==> src/rtl/if_fetch_unit_if.sv <==
// Instruction-bus req/ack channel between the fetch unit (master) and memory (slave).
// Req/addr hold until the single-cycle ack; one request in flight at a time.
interface if_fetch_unit_if;
    logic        req;
    logic [31:0] addr;
    logic        ack;
    logic [31:0] rdata;

    modport master (output req, output addr, input ack, input rdata);
    modport slave  (input req, input addr, output ack, output rdata);
endinterface

==> src/rtl/if_fetch_unit.sv <==
// IF stage: owns the PC and fetches over ibus. Ack data passes through to if_inst
// the same cycle. The stage stalls the pipe while a fetch is pending and holds under stall.
module if_fetch_unit #(
    parameter logic [31:0]      RESET_PC = 32'hBFC00000,
    parameter int               EXC_W    = 5,
    parameter logic [EXC_W-1:0] EXC_NONE = '0,
    parameter logic [EXC_W-1:0] EXC_ADEL = EXC_W'(1)
) (
    input  logic              clk,
    input  logic              rst,
    input  logic              stall,
    input  logic              flush,
    input  logic [31:0]       flush_pc,
    input  logic              br_flag,
    input  logic [31:0]       br_addr,
    if_fetch_unit_if.master   ibus,
    output logic [31:0]       if_pc,
    output logic [31:0]       if_pcp4,
    output logic [31:0]       if_inst,
    output logic [EXC_W-1:0]  if_excp,
    output logic              if_stallreq
);

    typedef enum logic [1:0] {FETCH, READY, DROP} state_t;

    state_t           state;
    logic [31:0]      pc;
    logic [31:0]      req_addr;
    logic [31:0]      inst_buf;
    logic [31:0]      br_pend_addr;
    logic             br_pend;
    logic [EXC_W-1:0] excp_q;

    logic             adv;
    logic             enter;
    logic [31:0]      next_pc;
    logic [31:0]      enter_pc;

    assign if_pc   = pc;
    assign if_pcp4 = pc + 32'd4;
    assign if_excp = excp_q;

    always_comb begin
        ibus.req    = !rst && (state != READY);
        ibus.addr   = req_addr;
        if_stallreq = 1'b1;
        if_inst     = inst_buf;
        if (!rst) begin
            case (state)
                FETCH: begin
                    if_stallreq = !ibus.ack;
                    if (ibus.ack) if_inst = ibus.rdata;
                end
                READY:   if_stallreq = 1'b0;
                default: if_stallreq = 1'b1;
            endcase
        end
    end

    assign adv     = !stall && !if_stallreq && !flush;
    assign next_pc = br_flag ? br_addr : (br_pend ? br_pend_addr : pc + 32'd4);

    // A flush that lands on an un-acked request must wait out that request in DROP.
    always_comb begin
        enter    = 1'b0;
        enter_pc = next_pc;
        if (flush) begin
            enter    = !(state == DROP || (state == FETCH && !ibus.ack));
            enter_pc = flush_pc;
        end else if (state == DROP && ibus.ack) begin
            enter    = 1'b1;
            enter_pc = pc;
        end else if (adv) begin
            enter    = 1'b1;
        end
    end

    always_ff @(posedge clk or posedge rst) begin
        if (rst) begin
            state        <= FETCH;
            pc           <= RESET_PC;
            req_addr     <= RESET_PC;
            inst_buf     <= '0;
            br_pend      <= 1'b0;
            br_pend_addr <= '0;
            excp_q       <= EXC_NONE;
        end else begin
            if (state == FETCH && ibus.ack) begin
                inst_buf <= ibus.rdata;
                state    <= READY;
            end

            if (flush) begin
                pc      <= flush_pc;
                br_pend <= 1'b0;
                if (!enter) state <= DROP;
            end else if (adv) begin
                pc      <= next_pc;
                br_pend <= 1'b0;
            end else if (br_flag) begin
                br_pend      <= 1'b1;
                br_pend_addr <= br_addr;
            end

            // Entering FETCH on a misaligned PC skips the bus and reports ADEL instead.
            if (enter) begin
                if (enter_pc[1:0] != 2'b00) begin
                    state    <= READY;
                    inst_buf <= '0;
                    excp_q   <= EXC_ADEL;
                end else begin
                    state    <= FETCH;
                    req_addr <= enter_pc;
                    excp_q   <= EXC_NONE;
                end
            end
        end
    end

endmodule

==> src/flat_wrapper.sv <==
// flat-port wrapper written by rule: the top's interface ports become plain ports
module if_fetch_unit_flat 
#(
    parameter logic [31:0]      RESET_PC = 32'hBFC00000,
    parameter int               EXC_W    = 5,
    parameter logic [EXC_W-1:0] EXC_NONE = '0,
    parameter logic [EXC_W-1:0] EXC_ADEL = EXC_W'(1)
)
  (clk, rst, stall, flush, flush_pc, br_flag, br_addr, if_pc, if_pcp4, if_inst, if_excp, if_stallreq, ibus_req, ibus_addr, ibus_ack, ibus_rdata);
  if_fetch_unit_if ibus_i ();
  input  logic clk;
  input  logic rst;
  input  logic stall;
  input  logic flush;
  input  logic [31:0] flush_pc;
  input  logic br_flag;
  input  logic [31:0] br_addr;
  output logic [31:0] if_pc;
  output logic [31:0] if_pcp4;
  output logic [31:0] if_inst;
  output logic [EXC_W-1:0] if_excp;
  output logic if_stallreq;
  output wire logic [$bits(ibus_i.req)-1:0] ibus_req;
  output wire logic [$bits(ibus_i.addr)-1:0] ibus_addr;
  input wire logic [$bits(ibus_i.ack)-1:0] ibus_ack;
  input wire logic [$bits(ibus_i.rdata)-1:0] ibus_rdata;
  assign ibus_req = ibus_i.req;
  assign ibus_addr = ibus_i.addr;
  assign ibus_i.ack = ibus_ack;
  assign ibus_i.rdata = ibus_rdata;
  if_fetch_unit #(.RESET_PC(RESET_PC), .EXC_W(EXC_W), .EXC_NONE(EXC_NONE), .EXC_ADEL(EXC_ADEL)) u_core (.clk(clk), .rst(rst), .stall(stall), .flush(flush), .flush_pc(flush_pc), .br_flag(br_flag), .br_addr(br_addr), .ibus(ibus_i), .if_pc(if_pc), .if_pcp4(if_pcp4), .if_inst(if_inst), .if_excp(if_excp), .if_stallreq(if_stallreq));
endmodule
==> config.mk <==
export PLATFORM = sky130hd
export DESIGN_NAME = if_fetch_unit_flat
export DESIGN_NICKNAME = d
export VERILOG_FILES = /design/src/rtl/if_fetch_unit_if.sv /design/src/rtl/if_fetch_unit.sv /design/src/flat_wrapper.sv
export SDC_FILE = /design/constraint.sdc
export NUM_CORES = 1
export LEC_CHECK = 0
export ABC_AREA = 1
export ABC_CLOCK_PERIOD_IN_PS = 12800
export BUFFER_PORTS_ARGS = -buffer_cell sky130_fd_sc_hd__clkbuf_2
export CAP_MARGIN = 20
export CORE_AREA = 2 2 170 130
export DETAILED_ROUTE_END_ITERATION = 12
export DIE_AREA = 0 0 172 132
export PLACE_DENSITY_LB_ADDON = 0.15
export SETUP_SLACK_MARGIN = 0.05
export SYNTH_ARGS = -nofsm -noshare
export SYNTH_HDL_FRONTEND = slang
export SYNTH_SLANG_ARGS = --single-unit
==> constraint.sdc <==
create_clock -name clk -period 12.8 [get_ports clk]
set_clock_uncertainty 0.2 [all_clocks]
set_input_delay 1.92 -clock clk [delete_from_list [all_inputs] [get_ports clk]]
set_output_delay 1.92 -clock clk [all_outputs]
set_load 0.05 [all_outputs]
# Yosys cells after proc, flatten, opt, wreduce, memory -nomap -nowiden
# Index checks and enable logic that the tools add are counted.
[op_classes]
n_addsub = 1
n_eq_ne = 3
muxes = 25
bitwise_logic = 3
reduce_logical = 20
[ops]
columns = ["operator", "count"]
rows = [
  ["32-bit two-way mux", 12],
  ["32-bit by 3-bit adder with 32-bit output (second input constant)", 1],
  ["1-bit two-way mux", 9],
  ["1-bit logical AND", 6],
  ["1-bit zero test", 6],
  ["2-bit two-way mux", 3],
  ["3-bit nonzero test", 2],
  ["2-bit nonzero test", 2],
  ["1-bit NOT", 3],
  ["3-bit AND reduction", 1],
  ["2-bit by 1-bit equality test with 1-bit output (second input constant)", 1],
  ["2-bit equality test (second input constant)", 1],
  ["2-bit zero test", 1],
  ["2-bit by 1-bit != test with 1-bit output (second input constant)", 1],
  ["1-bit one-hot mux with 2 select lines", 1],
  ["2-bit AND reduction", 1],
  ["1-bit logical OR", 1],
]
[totals]
reg_bits = 136
inputBits = 102
output_inout_bits = 135
word_cells = 59

# Logic depth before layout (Yosys ltp)
[logic_depth]
depth_word = 10
ltp_mapped = 13
depth_no_buf = 12

# Worst setup path after synthesis
# OpenSTA, ideal clock, no wires.
[synth_timing]
path_kind = "in2out"
start = "input port rst"
end = "output port if_stallreq"
arrival_time_ns = 5.833
t_required_ns = 10.680
slack_ns = 4.847
cell_stages = 2
path_buffers = 0
cell_sequence = "inv_1 -> nand3_1"
[synth_via]
elab_chain_cells = 1
[synth_lines]
columns = ["element", "line_no", "text"]
rows = [
  ["start, declared", "flat_wrapper.sv:12", "input logic rst;"],
  ["1-bit two-way mux", "if_fetch_unit.sv:48", "if (!rst) begin"],
  ["end, declared", "flat_wrapper.sv:22", "output logic if_stallreq;"],
]
# Every way passes these cells.

# Worst setup path after layout
[layout_timing]
start = "input port flush"
end = "register u_core.req_addr[24], in the netlist u_core.ibus.addr[24]"
[layout_via]
elab_chain_cells = 6
word_cells_on_any_way = 9
classes_between = "mux: 4; bitwise: 1; reduce/logical: 4"
[layout_lines]
columns = ["element", "line_no", "text"]
rows = [
  ["start, declared", "flat_wrapper.sv:14", "input logic flush;"],
  ["1-bit zero test", "if_fetch_unit.sv:60", "assign adv = !stall && !if_stallreq && !flush;"],
  ["1-bit logical AND", "if_fetch_unit.sv:60", ""],
  ["1-bit two-way mux", "if_fetch_unit.sv:73", "end else if (adv) begin"],
  ["1-bit two-way mux", "if_fetch_unit.sv:70", "end else if (state == DROP && ibus.ack) begin"],
  ["1-bit two-way mux", "if_fetch_unit.sv:67", "if (flush) begin"],
  ["2-bit AND reduction (no source line)", "-", ""],
  ["end signal, assigned", "if_fetch_unit.sv:113", "req_addr <= enter_pc;"],
  ["end, declared", "if_fetch_unit.sv:28", "logic [31:0] req_addr;"],
]
# Parallel ways exist; a longest one is shown, timed or not.
# A chain may end at the register's enable or synchronous reset.

==> metrics.md <==
| Metric | Value |
|---|---|
| CP peak stage delay | 0.88 ns |
| CTS H-Tree Depth | 4 |
| Hold-fix buffers, CTS | 0 |
| Crit path top cell by count | inv_2 |
| DR pass1 iterations | 6 |
| CTS Buffer Depth | 2 |
| Syn-to-layout area delta | 23.53% |
| Clock root cell | clkbuf_16 |
| Critical Path RT | 12.95 ns |
| Synth Warn # | 0 |
| Post-detail-place hpwl | 18.40 mm |
| Final Setup Violations | 0 |
| Peak Freq | 167.4 MHz |
| Post-DRT Antenna Nets | 0 |
| Vias in the first global route | 7760 |
| Startpoint types | input port |
| CP Class | input port to register |
| GRT overflow | 0 |
| Status | complete, no violations |
| CP max-delay cell | nand2_1 |
| I/O pin count | 237 |
| Die H | 132 µm |
| Maxcap violations | 0 |
| PwrDens | 195.8 nW/µm² |
| Via count | 8315 |
| CP endpoint kind | register |
| Yosys reg bits | 132 |
| Initial antenna violation count | 0 |
| Die area | 22700 µm² |
| Avg Cell Area, Syn | 6.973 µm² |
| Hold Fails Final Rpt | 0 |
| Met2 routed WL | 11.81 mm |
| I/O Buffers | 232 |
| First-pass GRT wire length | 41.69 mm |
| RSZ-0062 raised after global routing | no |
| Max-slew violation count | 0 |
| Post-synth EDFFs | 0 |
| Seq/Total Area, Yosys | 0.4101 |
| TNS Setup | 0 ns |
| Worst Slack Setup Final | 6.827 ns |
| Critical path arrival | 6.13 ns |
| Final Power | 1.961 mW |
| Most frequent cells in the layout | nand2_1 (355), clkbuf_2 (232), nor2_1 (175) |
| Worst min path class | register to register |
| Nets | 1460 |
| Total GRT Usage | 0.2358 |
| Final worst-path cycle share | 0.4666 |
| Share of layout cells above drive strength 1 | 0.2343 |
| Slew @ Worst Pin | 1.051 ns |
| Initial Utilization | 0.3871 |
| Syn Inst Count | 1163 |
| Wire per inst | 16.14 µm |
| Gpl congestion | 0.8378 |
| DRC Markers | 0 |
| Uppermost layer routed | met4 |
| # diodes | 0 |
| Row count | 46 |
| CORE AREA | 20950 µm² |
| Crit path max fanout | 72 |
| Minimum clock period | 5.973 ns |
| Num CTS Buffers | 17 |
| Largest net degree at the start of global routing | 73 |
| Lkg Pwr | 5.617 nW |
| CTS tree | yes |
| Ys flop type | dfrtp_1 |
| Relative slew slack | 0.2988 |
| Post-synth top area share | 0.3518 |
| Clock Pin Slew Worst Setup and Hold Paths | 0.06 ns |
| Met3 wire length | 2.403 mm |
| Total routed wirelength | 26.77 mm |
| Most common cell after layout, fill and taps aside | nand2_1 |
| Area leader, netlist | dfrtp_1 |
| DRT iter0 DRCs | 863 |
| Worst VDD drop | 0.08045 mV |
| Routed met1 length | 12.37 mm |
| Synth cell types | 32 |
| FFs w/ async S/R, synth | 1.000 |
| Synth area leaders | dfrtp_1 (35%), nand2_1 (17%), nor2_1 (8.1%) |
| Die W | 172 µm |
| DR vias/cell | 5.015 |
| CP Cell Sequence | clkbuf_2 > buf_4 > inv_2 > nand2_1 > inv_2 > nand2_2 > nand2_2 > inv_2 > nand3_2 > buf_4 > nand2_1 > a21boi_1 |
| Pre-CTS setup slack | 6.436 ns |
| Post-CTS sizing | 0 |
| Clock latency on the worst-skew pair | 0.43 ns |
| CTS sink cnt | 132 |
| Post-CTS setup buffer count | 0 |
| Syn Std Cell Area | 8109 µm² |
-- layout make-up --
class / count / area [µm²]
sequential: 132 / 3326
tap: 288 / 360.3
clock inverter: 15 / 191.4
inverter: 114 / 432.9
multi-input combinational: 854 / 4075
clock buffer: 17 / 425.4
timing repair buffer: 238 / 1206
fill: 2250 / 10930
-- power breakdown --
part	leakage [nW]	total, mW	switching, mW	internal [mW]
Clock	0.298	0.529	0.217	0.312
Sequential	1.59	0.602	0.0752	0.527
Combinational	3.73	0.829	0.629	0.201
-- cells in the mapped netlist (2+ instances only) --
cell type  instances
a31oi_1            6
dfrtp_1          114
o21ai_1            3
dfstp_2           18
nand3_1           59
mux2_2            20
nand2_2            2
clkbuf_1          37
nor2_1           175
o211ai_1          10
buf_4              6
inv_2              6
a22oi_1           16
a21boi_1          16
nand4_1            3
mux2i_1           32
inv_1            108
xor2_1             7
buf_2             15
a21oi_1           51
o21ai_0           85
a21boi_0           2
buf_1              7
nand2_1          357
-- final timing paths --
| path | start | end | slack (ns) | depth (start not counted) |
|---|---|---|---|---|
| setup reg to reg | u_core.state[0]$_DFFE_PP0P_ | u_core.ibus.addr[19]$_DFFE_PP0P_ | 8.78 | 12 |
| hold reg to reg | u_core.br_pend_addr[21]$_DFFE_PP0P_ | u_core.br_pend_addr[21]$_DFFE_PP0P_ | 0.28 | 2 |
| hold / removal | u_core.br_pend_addr[21]$_DFFE_PP0P_ | u_core.br_pend_addr[21]$_DFFE_PP0P_ | 0.28 | 2 |
| min in group asynchronous | rst | u_core.inst_buf[30]$_DFF_PP0_ | 1.76 | 3 |
| max in group asynchronous | rst | u_core.br_pend_addr[3]$_DFFE_PP0P_ | 9.31 | 4 |
| setup / recovery | flush | u_core.ibus.addr[24]$_DFFE_PP1P_ | 6.83 | 12 |
-- critical path, delay by kind of cell --
kind                   cells  cell delay (ns)
buffers and inverters      6             2.32
and+or+nand+nor            5             1.66
AOI/OAI and AO/OA          1             0.18
-- per-layer routing --
| metal | GRT usage | up-vias |
|---|---|---|
| met5 | 0 | - |
| met4 | 0.04528 | 0 |
| met3 | 0.06515 | 18 |
| met2 | 0.3606 | 307 |
| met1 | 0.3359 | 3903 |
| li1 | - | 4087 |
-- logic make-up after synthesis --
logic type | Yosys count | synth area share
AND/OR/NAND/NOR | 600 | 0.2915
buffers and inverters | 180 | 0.08934
flip-flops | 132 | 0.4101
XOR/XNOR | 8 | 0.008641
multiplexers | 52 | 0.06727
AO/OA/AOI/OAI | 189 | 0.1312
adder cells (fa/ha/maj) | 1 | 0.001543
other | 1 | 0.0004624
-- state kept, by name, summed over array words and instances (netlist names) --
signal,flops
u_core.br_pend,1
u_core.if_excp,1
u_core.if_pc,32
u_core.state,2
u_core.inst_buf,32
u_core.br_pend_addr,32
u_core.ibus.addr,32
-- through the flow --
step	cells	hold slack, ns	utilization	instance area, µm²
floorplan	1166	0.2426	-	8120
global placement	1626	0.2562	0.4487	9400
detailed placement	1626	0.2586	0.4487	9400
CTS	1658	0.2755	0.4781	10020
global route	1658	0.3036	0.4781	10020
finish	1658	0.2799	0.4781	10020
Power figures use the tool's default switching activity.
